### src/rtl/reset_sequencer.sv
// Reset sequencer: synchronises board reset release, then releases NUM_STAGES
// active-low downstream resets one at a time in index order. A soft-reset
// request (or, optionally, a watchdog timeout) re-runs the same sequence.
// Optional watchdog enabled by defining RESET_SEQ_WDT_EN.
module reset_sequencer #(
    parameter int unsigned NUM_STAGES = 3,
    parameter int unsigned STAGE_DLY  = 16,
    parameter int unsigned SOFT_HOLD  = 8,
    parameter int unsigned WDT_W      = 20
) (
    input  logic                  clk,
    input  logic                  resetn,
    output logic [NUM_STAGES-1:0] stage_rstn,
    output logic                  all_ready,
    input  logic                  soft_req,
    output logic                  soft_ack,
    output logic                  busy,
    input  logic                  wdt_kick,
    output logic                  wdt_fired
);

    typedef enum logic [1:0] {
        StHold,
        StSeq,
        StRun,
        StSoft
    } state_e;

    // One shared counter times both the stage gaps and the soft hold.
    localparam int unsigned CntMax = (STAGE_DLY > SOFT_HOLD) ? STAGE_DLY : SOFT_HOLD;
    localparam int unsigned CntW   = $clog2(CntMax + 1);
    localparam int unsigned IdxW   = (NUM_STAGES > 1) ? $clog2(NUM_STAGES) : 1;

    localparam logic [CntW-1:0] StageLast = CntW'(STAGE_DLY - 1);
    localparam logic [CntW-1:0] SoftLast  = CntW'(SOFT_HOLD - 1);
    localparam logic [IdxW-1:0] IdxLast   = IdxW'(NUM_STAGES - 1);

    logic [1:0]            sync_q;
    state_e                state_q, state_d;
    logic [CntW-1:0]       cnt_q, cnt_d;
    logic [IdxW-1:0]       idx_q, idx_d;
    logic [NUM_STAGES-1:0] stage_q, stage_d;
    logic                  ack_q, ack_d;
    logic                  wdt_timeout;
    logic                  soft_go;

    // Two-flop synchroniser for the release of resetn.
    always_ff @(posedge clk or negedge resetn) begin
        if (!resetn) begin
            sync_q <= 2'b00;
        end else begin
            sync_q <= {sync_q[0], 1'b1};
        end
    end

    assign soft_go = soft_req | wdt_timeout;

    // Next-state logic: sequencing, soft hold and stage release.
    always_comb begin
        state_d = state_q;
        cnt_d   = cnt_q;
        idx_d   = idx_q;
        stage_d = stage_q;
        ack_d   = 1'b0;
        unique case (state_q)
            StHold: begin
                // Leave HOLD on the edge where the synchroniser output rises.
                if (sync_q[0] && !sync_q[1]) begin
                    state_d = StSeq;
                    cnt_d   = '0;
                    idx_d   = '0;
                end
            end
            StSeq: begin
                if (cnt_q == StageLast) begin
                    stage_d[idx_q] = 1'b1;
                    cnt_d          = '0;
                    if (idx_q == IdxLast) begin
                        state_d = StRun;
                    end else begin
                        idx_d = idx_q + IdxW'(1);
                    end
                end else begin
                    cnt_d = cnt_q + CntW'(1);
                end
            end
            StRun: begin
                if (soft_go) begin
                    stage_d = '0;
                    cnt_d   = '0;
                    state_d = StSoft;
                end
            end
            StSoft: begin
                if (cnt_q == SoftLast) begin
                    ack_d   = 1'b1;
                    state_d = StSeq;
                    cnt_d   = '0;
                    idx_d   = '0;
                end else begin
                    cnt_d = cnt_q + CntW'(1);
                end
            end
            default: begin
                state_d = StHold;
            end
        endcase
    end

    // Sequencer state registers.
    always_ff @(posedge clk or negedge resetn) begin
        if (!resetn) begin
            state_q <= StHold;
            cnt_q   <= '0;
            idx_q   <= '0;
            stage_q <= '0;
            ack_q   <= 1'b0;
        end else begin
            state_q <= state_d;
            cnt_q   <= cnt_d;
            idx_q   <= idx_d;
            stage_q <= stage_d;
            ack_q   <= ack_d;
        end
    end

`ifdef RESET_SEQ_WDT_EN
    // Timeout fires on the edge the counter would reach all-ones.
    localparam logic [WDT_W-1:0] WdtPre = {WDT_W{1'b1}} - WDT_W'(1);

    logic [WDT_W-1:0] wdt_q, wdt_d;
    logic             fired_q, fired_d;

    // A kick on the timeout edge wins over the timeout.
    assign wdt_timeout = (state_q == StRun) && !wdt_kick && (wdt_q == WdtPre);

    // Watchdog counter runs only in RUN; cleared on entry and on kick.
    always_comb begin
        wdt_d   = wdt_q;
        fired_d = fired_q;
        if ((state_d == StRun) && (state_q != StRun)) begin
            wdt_d = '0;
        end else if (state_q == StRun) begin
            if (wdt_kick) begin
                wdt_d = '0;
            end else begin
                wdt_d = wdt_q + WDT_W'(1);
            end
        end
        if (wdt_timeout) begin
            fired_d = 1'b1;
        end
    end

    // Watchdog registers; wdt_fired is only cleared by resetn.
    always_ff @(posedge clk or negedge resetn) begin
        if (!resetn) begin
            wdt_q   <= '0;
            fired_q <= 1'b0;
        end else begin
            wdt_q   <= wdt_d;
            fired_q <= fired_d;
        end
    end

    assign wdt_fired = fired_q;
`else
    logic unused_wdt;

    assign wdt_timeout = 1'b0;
    assign wdt_fired   = 1'b0;
    assign unused_wdt  = wdt_kick & (WDT_W > 0);
`endif

    assign stage_rstn = stage_q;
    assign all_ready  = &stage_q;
    assign busy       = (state_q != StRun);
    assign soft_ack   = ack_q;

endmodule

### config.mk
export PLATFORM = sky130hd
export DESIGN_NAME = reset_sequencer
export DESIGN_NICKNAME = d
export VERILOG_FILES = /design/src/rtl/reset_sequencer.sv
export SDC_FILE = /design/constraint.sdc
export NUM_CORES = 1
export LEC_CHECK = 0
export CAP_MARGIN = 20
export CORE_AREA = 2 2 64 66
export DETAILED_ROUTE_END_ITERATION = 12
export DIE_AREA = 0 0 66 68
export PLACE_DENSITY = 0.49
export SYNTH_ARGS = -nofsm -noshare
export SYNTH_HDL_FRONTEND = slang
export SYNTH_SLANG_ARGS = --single-unit
export TNS_END_PERCENT = 100
### constraint.sdc
create_clock -name clk -period 2 [get_ports clk]
set_clock_uncertainty 0.1 [all_clocks]
set_input_delay 0.3 -clock clk [delete_from_list [all_inputs] [get_ports clk]]
set_output_delay 0.3 -clock clk [all_outputs]
set_load 0.05 [all_outputs]
==> flow_metrics.py <==
metrics = {
    "status": {
        "status": "completed",
    },
    "critical_path": {
        "setup.worst_path.end_class": "flop",
        "critical_path.max_fanout": 6,
        "startpoint_type": "flop",
        "timing.setup.critical_path_class": "reg2reg",
        "crit_required_ps": 2040,
        "launching_instance_or_port_of_the_critical_path": "cnt_q[0]",
        "cp_data_arrival_time_ps": 1940,
        "r2r_start": "cnt_q[0]",
    },
    "die": {
        "die-height_um": 68,
        "starting_density_of_the_core_pct": 23.9,
        "io_pins": 11,
        "core-area_um2": 3860,
        "die_outline_area_um2": 4490,
        "placement_rows": 23,
        "chipWidth_um": 66,
    },
    "timing": {
        "period_share_pct": 94.9,
        "relSlewSlack_pct": 66.4,
        "worst-slew-pin-transition_ps": 502,
        "minimum_clock_period_ps": 1900,
        "post-route-worst-setup-slack_ps": 101,
        "final-hold-violation-count": 0,
        "fmaxAchievable_mhz": 527,
        "slew_viol_final": 0,
        "setup_viol_count_final": 0,
    },
    "global_route": {
        "grtUsageMet1_pct": 11.1,
        "gr-usage-met2_pct": 13.8,
        "grt_pass1_vias": 650,
        "overflow": 0,
        "met3_usage_pct": 3.45,
        "wire_length_of_the_first_global_routing_pass_mm": 2.99,
        "global_route.peak_usage_layer": "met2",
        "grt_max_degree": 16,
        "initial_antenna_violation_count": 0,
        "groute.usage.overall_pct": 8.96,
    },
    "yosys": {
        "synth-compound-area-share_pct": 17.9,
        "avgSynthCellArea_um2": 10.5,
        "synth.lib_cells_used.distinct": 28,
        "post_synth_xor_area_fraction_pct": 0,
        "synth_mux_area_share_pct": 3.39,
        "synthCells": 88,
        "yosysWarnings": 0,
        "share_of_synthesized_cell_area_in_full_adder_half_adder_and_majority_cells_pct": 16.3,
        "netlist_area_um2": 922,
        "synth_top_family_by_area": "compound AO/OA/AOI/OAI gates",
        "synth_sequential_area_ratio_pct": 40.7,
        "synth.ff_latch_count": 15,
        "syn_nets": 104,
        "synth_simple_gate_area_share_pct": 16.4,
    },
    "route": {
        "post_route_wl_mm": 1.77,
        "first_pass_iters": 4,
        "drtAntennaViolNets": 0,
        "route.detailed.wl_per_inst_um": 11.6,
        "dr_total_vias": 660,
        "drt_first_iter_violations": 34,
        "route.detailed.drc": 0,
        "routed_via_density": 4.31,
    },
    "finish": {
        "fin_nets": 120,
        "post_route_cells_drive_above_1_share_pct": 16.5,
        "stdcell_area_um2": 1160,
        "flow.area_growth_from_synthesis_pct": 25.8,
        "antennaDiodeCount": 0,
    },
    "clock_network": {
        "path_clk_slew_ps": 70,
        "number_of_buffers_created_by_cts": 3,
        "cts_max_level": 1,
        "cts_setup_buffers": 0,
        "sink_count_of_the_clock_tree": 15,
        "cts.path.max_buffers": 2,
        "cts_root_buffer": "sky130_fd_sc_hd__clkbuf_8",
        "worst_skew_pair.late_latency_ps": 260,
        "cts_tree": "yes",
    },
    "flow_run": {
        "drv.max_cap_violation_count": 0,
    },
    "placement": {
        "pre_cts_slack_ps": 132,
        "globalplace.congestion": 0.730,
        "io_buffers": 8,
        "post_dp_hpwl_mm": 1.33,
        "placed_cell_area_um2": 1100,
    },
    "pwr": {
        "vdd_ir_drop_max_uv": 596,
        "cellPowerDensity_nw_per_um2": 1370,
        "p_leak_nw": 0.534,
    },
    "hold_path": {
        "min_path_type": "in2async",
    },
}
-- flip-flops by register name (all words and copies together), names as in the netlist --
name and count:
sync_q 2, idx_q 2, cnt_q 5, soft_ack 1
stage_rstn 3, state_q 2
-- where the power goes --
part	switching (mW)	internal (mW)
logic	0.500	0.377
registers	0.0683	0.384
clock network	0.120	0.140
total	0.688	0.902
-- cells in the mapped netlist --
| cell | instances | area (um^2) |
|---|---|---|
| sky130_fd_sc_hd__o2bb2ai_2 | 1 | 15.0 |
| sky130_fd_sc_hd__a21oi_1 | 6 | 30.0 |
| sky130_fd_sc_hd__nand3_1 | 2 | 10.0 |
| sky130_fd_sc_hd__and3_1 | 3 | 18.8 |
| sky130_fd_sc_hd__nand3_2 | 1 | 10.0 |
| sky130_fd_sc_hd__or2b_1 | 1 | 7.51 |
| sky130_fd_sc_hd__a211oi_1 | 1 | 7.51 |
| sky130_fd_sc_hd__a22o_1 | 2 | 17.5 |
| sky130_fd_sc_hd__dfrtp_1 | 15 | 375 |
| sky130_fd_sc_hd__a221oi_4 | 1 | 26.3 |
| sky130_fd_sc_hd__a21boi_0 | 1 | 7.51 |
| sky130_fd_sc_hd__ha_1 | 12 | 150 |
| sky130_fd_sc_hd__nand2_1 | 8 | 30.0 |
| sky130_fd_sc_hd__o211ai_1 | 1 | 7.51 |
| sky130_fd_sc_hd__conb_1 | 2 | 7.51 |
| sky130_fd_sc_hd__nand4_1 | 1 | 6.26 |
| sky130_fd_sc_hd__inv_1 | 8 | 30.0 |
| sky130_fd_sc_hd__or2_2 | 1 | 6.26 |
| sky130_fd_sc_hd__buf_4 | 1 | 7.51 |
| sky130_fd_sc_hd__a21o_1 | 2 | 15.0 |
| sky130_fd_sc_hd__nor2_1 | 1 | 3.75 |
| sky130_fd_sc_hd__o21ai_0 | 6 | 30.0 |
| sky130_fd_sc_hd__nand4bb_4 | 1 | 27.5 |
| sky130_fd_sc_hd__mux2i_1 | 2 | 20.0 |
| sky130_fd_sc_hd__mux2_2 | 1 | 11.3 |
| sky130_fd_sc_hd__clkbuf_1 | 1 | 3.75 |
| sky130_fd_sc_hd__nand2b_1 | 5 | 31.3 |
| sky130_fd_sc_hd__a2bb2oi_1 | 1 | 8.76 |
-- placed cells by master, fill, tap and decap left out, types with 2 or more instances in the layout --
cell type and count:
sky130_fd_sc_hd__clkbuf_8 3, sky130_fd_sc_hd__o21ai_0 6, sky130_fd_sc_hd__buf_4 6, sky130_fd_sc_hd__conb_1 2
sky130_fd_sc_hd__and3_1 3, sky130_fd_sc_hd__a21oi_1 6, sky130_fd_sc_hd__clkdlybuf4s50_1 6, sky130_fd_sc_hd__nand3_1 2
sky130_fd_sc_hd__dfrtp_1 15, sky130_fd_sc_hd__nand2_1 8, sky130_fd_sc_hd__a22o_1 2, sky130_fd_sc_hd__inv_1 8
sky130_fd_sc_hd__mux2i_1 2, sky130_fd_sc_hd__a21o_1 2, sky130_fd_sc_hd__ha_1 12, sky130_fd_sc_hd__nand2b_1 5
-- final timing paths --
check / slack (ps) / depth (start not counted) / end
worst max register to register: 100 / 8 / stage_rstn[2]
min in group clk: 280 / 0 / sync_q[1]
max in group asynchronous: 1360 / 2 / idx_q[1]
worst min register to register: 280 / 0 / sync_q[1]
worst min-delay path: 250 / 2 / state_q[0]
worst max-delay path: 100 / 8 / stage_rstn[2]
-- per-stage QoR --
step	hold WS [ps]	TNS (ps)	power (mW)	std cells	util (%)
final	249	0	1.59	153	30.1
after global routing	259	-11.1	1.72	153	30.1
after CTS	252	0	1.59	153	29.8
after floorplan	-95.6	0	1.06	88	-
after detailed placement	273	0	1.33	149	28.5
after global placement	266	0	1.32	149	28.5
-- what timing repair did --
item | CTS | global route
gates resized for setup | 0 | 1
setup endpoints to repair | 0 | 2
hold buffers | 0 | 0
-- logic make-up (layout without fill, tap and decap cells) --
kind of cell             count (synthesis)  count (layout)
multiplexers                             3               3
AND/OR/NAND/NOR                         24              24
AO/OA/AOI/OAI                           22              22
adder cells (fa/ha/maj)                 12              12
buffers and inverters                   10              25
flip-flops                              15              15
other                                    2               2
-- cell type report --
| class | count | area, um^2 |
|---|---|---|
| Clock inverter | 1 | 7.51 |
| Sequential cell | 15 | 375 |
| Fill cell | 412 | 2700 |
| Inverter | 8 | 30.0 |
| Tap cell | 50 | 62.6 |
| Timing Repair Buffer | 13 | 125 |
| Clock buffer | 3 | 41.3 |
| Multi-Input combinational cell | 63 | 518 |
-- worst max-delay path, stage by stage, from the launching register on --
cell and delay (ps):
sky130_fd_sc_hd__dfrtp_1 410, sky130_fd_sc_hd__ha_1 230, sky130_fd_sc_hd__nand3_1 100, sky130_fd_sc_hd__inv_1 50, sky130_fd_sc_hd__ha_1 220, sky130_fd_sc_hd__nand2b_1 180
sky130_fd_sc_hd__and3_1 260, sky130_fd_sc_hd__a21oi_1 170, sky130_fd_sc_hd__a21oi_1 50
-- routing by layer --
metal	up-vias	part of all wire, %
li1	328	-
met1	311	49
met2	16	45
met3	5	4.6
met4	0	1.5
met5	-	0
(Power assumes the default switching activity.)
